### src/rtl/alu_issue_queue.sv
// Issue stage in front of the ALU: buffers instructions in a small FIFO and drives
// registered A/B/S/CLR, stalling forwarded instructions until the previous Y is valid.
module alu_issue_queue #(
   parameter int DWIDTH  = 8,
   parameter int OPWIDTH = 4,
   parameter int DEPTH   = 4,
   parameter int ALU_LAT = 2
) (
   input  logic               i_clk,
   input  logic               i_rst_n,
   input  logic               i_in_valid,
   output logic               o_in_ready,
   input  logic [DWIDTH-1:0]  i_in_a,
   input  logic [DWIDTH-1:0]  i_in_b,
   input  logic [OPWIDTH-1:0] i_in_s,
   input  logic               i_in_clr,
   input  logic               i_in_fwd_a,
   input  logic [DWIDTH-1:0]  i_y,
   output logic [DWIDTH-1:0]  o_a,
   output logic [DWIDTH-1:0]  o_b,
   output logic [OPWIDTH-1:0] o_s,
   output logic               o_clr,
   output logic               o_issue_valid
);

   localparam int PW    = $clog2(DEPTH);
   localparam int CW    = PW + 1;
   localparam int PENDW = $clog2(ALU_LAT) + 1;
   localparam int EW    = 2 * DWIDTH + OPWIDTH + 2;
   localparam logic [CW-1:0]    DEPTH_C   = CW'(DEPTH);
   localparam logic [PENDW-1:0] PEND_LOAD = PENDW'(ALU_LAT - 1);

   typedef enum logic [1:0] {
      ST_EMPTY = 2'd0,
      ST_ISSUE = 2'd1,
      ST_STALL = 2'd2
   } mode_t;

   logic [EW-1:0]      r_mem [DEPTH];
   logic [PW-1:0]      r_wptr;
   logic [PW-1:0]      r_rptr;
   logic [CW-1:0]      r_count;
   logic [PENDW-1:0]   r_pend;

   mode_t              w_mode;
   logic               w_push;
   logic               w_pop;
   logic [EW-1:0]      w_head;
   logic [EW-1:0]      w_wr_entry;
   logic [DWIDTH-1:0]  w_head_a;
   logic [DWIDTH-1:0]  w_head_b;
   logic [OPWIDTH-1:0] w_head_s;
   logic               w_head_clr;
   logic               w_head_fwd;

   // Entry layout, MSB first: {A, B, S, CLR, FWD_A}
   assign w_wr_entry = {i_in_a, i_in_b, i_in_s, i_in_clr, i_in_fwd_a};
   assign w_head     = r_mem[r_rptr];
   assign w_head_a   = w_head[EW-1 -: DWIDTH];
   assign w_head_b   = w_head[EW-DWIDTH-1 -: DWIDTH];
   assign w_head_s   = w_head[OPWIDTH+1 : 2];
   assign w_head_clr = w_head[1];
   assign w_head_fwd = w_head[0];

   assign o_in_ready = (r_count < DEPTH_C) && i_rst_n;
   assign w_push     = i_in_valid && o_in_ready;
   assign w_pop      = (w_mode == ST_ISSUE);

   // Issue decision: only a forwarded head waits on the previous result
   always_comb begin
      w_mode = ST_EMPTY;
      if (r_count == {CW{1'b0}}) begin
         w_mode = ST_EMPTY;
      end else if (w_head_fwd && (r_pend != {PENDW{1'b0}})) begin
         w_mode = ST_STALL;
      end else begin
         w_mode = ST_ISSUE;
      end
   end

   // Entry storage; contents are don't-care until the occupancy count covers them
   always_ff @(posedge i_clk) begin
      if (w_push) begin
         r_mem[r_wptr] <= w_wr_entry;
      end
   end

   // Pointers, occupancy and pending-result counter
   always_ff @(posedge i_clk) begin
      if (!i_rst_n) begin
         r_wptr  <= {PW{1'b0}};
         r_rptr  <= {PW{1'b0}};
         r_count <= {CW{1'b0}};
         r_pend  <= {PENDW{1'b0}};
      end else begin
         if (w_push) begin
            r_wptr <= r_wptr + PW'(1);
         end
         if (w_pop) begin
            r_rptr <= r_rptr + PW'(1);
         end
         case ({w_push, w_pop})
            2'b10:   r_count <= r_count + CW'(1);
            2'b01:   r_count <= r_count - CW'(1);
            default: r_count <= r_count;
         endcase
         if (w_pop) begin
            r_pend <= PEND_LOAD;
         end else if (r_pend != {PENDW{1'b0}}) begin
            r_pend <= r_pend - PENDW'(1);
         end
      end
   end

   // Registered ALU operands; held between issues so the ALU re-executes the last one
   always_ff @(posedge i_clk) begin
      if (!i_rst_n) begin
         o_a           <= {DWIDTH{1'b0}};
         o_b           <= {DWIDTH{1'b0}};
         o_s           <= {OPWIDTH{1'b0}};
         o_clr         <= 1'b1;
         o_issue_valid <= 1'b0;
      end else begin
         o_issue_valid <= w_pop;
         if (w_pop) begin
            o_a   <= w_head_fwd ? i_y : w_head_a;
            o_b   <= w_head_b;
            o_s   <= w_head_s;
            o_clr <= w_head_clr;
         end
      end
   end

endmodule

### config.mk
export PLATFORM = sky130hd
export DESIGN_NAME = alu_issue_queue
export DESIGN_NICKNAME = d
export VERILOG_FILES = /design/src/rtl/alu_issue_queue.sv
export SDC_FILE = /design/constraint.sdc
export NUM_CORES = 1
export LEC_CHECK = 0
export ABC_AREA = 0
export CORE_MARGIN = 10
export CORE_UTILIZATION = 52
export CTS_BUF_LIST = sky130_fd_sc_hd__clkbuf_4 sky130_fd_sc_hd__clkbuf_8
export CTS_CLUSTER_DIAMETER = 120
export DETAILED_ROUTE_END_ITERATION = 6
export PLACE_DENSITY = 0.75
export SLEW_MARGIN = 5
export SYNTH_ARGS = -nofsm -noshare
export SYNTH_HDL_FRONTEND = slang
export SYNTH_SLANG_ARGS = --single-unit
### constraint.sdc
create_clock -name i_clk -period 2.5 [get_ports i_clk]
set_clock_uncertainty 0.15 [all_clocks]
set_input_delay 0.625 -clock i_clk [delete_from_list [all_inputs] [get_ports i_clk]]
set_output_delay 0.625 -clock i_clk [all_outputs]
set_load 0.1 [all_outputs]
==> flow_summary.json <==
{
  "synth_fp_nets": 281,
  "grt.overflow.total": 0,
  "pin_count": 56,
  "grt_max_degree": 22,
  "grt_usage_pct": 13.7,
  "hold_viol": 0,
  "fp.dieW_um": 113,
  "yosys_warnings": 0,
  "synthArstFlopShare_pct": 0,
  "holdCritPathClass": "register to register",
  "dp_hpwl_um": 5440,
  "ant_nets": 0,
  "via_per_inst": 5.46,
  "finalSetupViolCount": 0,
  "cts_tree": "done",
  "cp_max_fo": 2,
  "drtIter0Drc": 84,
  "yosysSeqAreaShare_pct": 72.7,
  "synth.top_cells.by_count": "edfxtp_1, dfxtp_1, mux4_2",
  "synth_flop_cell": "edfxtp_1",
  "gp_congestion": 0.740,
  "multiInputGateArea_um2": 1150,
  "hold_end": "o_clr",
  "end_kind": "register",
  "core_area_um2": 8590,
  "fin_util_pct": 67.1,
  "tightest_slew_ps": 478,
  "final-instance-count-excl-fill": 443,
  "vias": 2417,
  "area_delta_synth_final_pct": 27.0,
  "start_util_pct": 52.9,
  "die_height_um": 113,
  "finalWorstSetupSlack_ps": 67.1,
  "reg2reg_slack_ps": 70,
  "dpl.cell_count": 411,
  "drive_above_1_share_pct": 30.7,
  "clockBufferDepth": 2,
  "min_period_ps": 2430,
  "clk_pin_slew_ps": 70,
  "wl_per_cell_um": 19.0,
  "diodes": 0,
  "seqCellArea_um2": 3300,
  "leakage_nw": 2.06,
  "worst_skew_pair.late_latency_ps": 410,
  "dieArea_um2": 12900,
  "p_per_area_nw_per_um2": 1280,
  "cts_root_buf": "clkbuf_8",
  "fp-row-count": 34,
  "synth_edf_count": 88,
  "hold_path_depth": 2,
  "reg2reg_from": "r_mem[3][0]",
  "required_ps": 2700,
  "status": "complete, no violations",
  "cp.arrival_ps": 2630,
  "synth_cell_type_count": 35,
  "cts_setup_buffers": 0,
  "antenna_found_initial": 0,
  "numPortBuffers": 55,
  "drc": 0,
  "totalWireLength_um": 8430,
  "dp_slack_ps": -124,
  "maxSlewViolCount": 0,
  "timing.rr.end": "r_count[2]",
  "cp-start-kind": "register",
  "netlist_area_um2": 4540,
  "min-delay-start": "o_clr",
  "finalCritPeriodShare_pct": 97.3,
  "fmax_mhz": 411,
  "cap_violations": 0,
  "dr.pass1.iters": 4,
  "syn_area_per_cell_um2": 18.8,
  "worstRegToRegCells": 8,
  "crit_type": "register to register",
  "synth_top_area_cell": "edfxtp_1",
  "fin_nets": 362,
  "ir_drop_uv": 823,
  "slew_headroom_pct": 67.9,
  "synth_top_area_share_pct": 58.2,
  "cts_buffers": 17,
  "grt_pass1_wl_um": 13700,
  "nFillCells": 583,
  "ys_top_cells_by_area": "edfxtp_1, dfxtp_1, mux4_2, mux2i_1, a22o_1",
  "synthMostInstantiatedCell": "edfxtp_1",
  "htreeDepth": 4,
  "synth_cells": 241,
  "first_global_vias": 2624,
  "cts_sinks": 121,
  "ys_ff_latch": 121
}
==> how the worst max path moves through the flow <==
stage                 from          to  slack (ps)  cells after the start
3_3_place_gp       i_rst_n  r_count[2]         -70                      9
4_1_cts            i_rst_n  o_in_ready          50                      4
6_report       r_mem[3][0]  r_count[2]          70                      8
2_1_floorplan     register  r_count[2]         -60                      9
5_1_grt           register  r_count[2]         -50                      8
3_5_place_dp       i_rst_n  r_count[2]        -120                      9
==> logic make-up after synthesis <==
| logic type | synth area share [%] |
|---|---|
| simple gates | 2.59 |
| compound gates | 5.98 |
| flops | 72.7 |
| xor+xnor | 0.771 |
| mux | 13.3 |
| buf+inv | 2.51 |
| fa+ha+maj | 2.09 |
==> what timing repair did <==
action,CTS,global route
endpoints found under the setup margin,0,2
endpoints found under the hold margin,0,0
gates resized for setup,0,2
hold buffers,0,0
==> flip-flops by register name (all words and copies together), names as in the netlist, named ones only <==
| signal | count |
|---|---|
| o_issue_valid | 1 |
| r_mem | 88 |
| r_count | 3 |
| o_s | 4 |
| o_a | 8 |
| r_wptr | 2 |
| o_clr | 1 |
| r_pend | 2 |
| o_b | 8 |
| r_rptr | 2 |
==> layout make-up <==
type,instances,area share (%)
clock inverters,14,3.82
well taps,108,2.34
repair buffers,73,11.5
multi-input cells,97,19.9
inverters,12,0.803
flip-flops and latches,121,57.3
clock buffers,18,4.30
==> metrics by stage <==
stage,instance area [um2],setup TNS (ps),hold WS (ps),power (mW)
2_1_floorplan,4560,-58.2,295,4.78
3_3_place_gp,5280,-65.7,286,5.39
3_5_place_dp,5280,-124,291,5.43
4_1_cts,5750,0,302,7.44
5_1_grt,5770,-48.0,331,7.74
6_report,5770,0,297,7.40
==> critical path: stages, from the launching register on <==
cell,delay [ps]
edfxtp_1,360
mux4_2,530
a21oi_4,220
ha_4,160
inv_1,50
fa_2,330
xor2_1,150
or3_1,310
a21boi_1,120
==> cells in the final DEF (no fill, tap or decap), drive strengths merged, types with 4 or more instances in the layout <==
cell	synthesis	layout
edfxtp	88	88
buf	7	41
dfxtp	33	33
clkdlybuf4s50	0	32
mux4	22	22
clkbuf	4	18
inv	11	13
a22o	12	12
mux2i	11	11
and2	8	8
o2bb2ai	8	8
nand2	7	7
clkinv	1	7
ha	6	6
bufinv	0	5
o21ai	4	4
==> per-layer routing <==
layer	global-route usage, %	vias up	part of all wire (%)
met2	23.2	56	52
met1	16.2	1233	42
met5	0	-	0
li1	-	1113	-
met4	6.77	0	2.0
met3	3.10	15	3.3
==> power by group <==
part           switching (mW)  leakage, nW  internal [mW]
registers               0.157         1.07           2.45
clock network           0.779        0.234           1.22
logic                    1.92        0.757          0.873
Note: power is estimated with default switching activity, not from simulation.
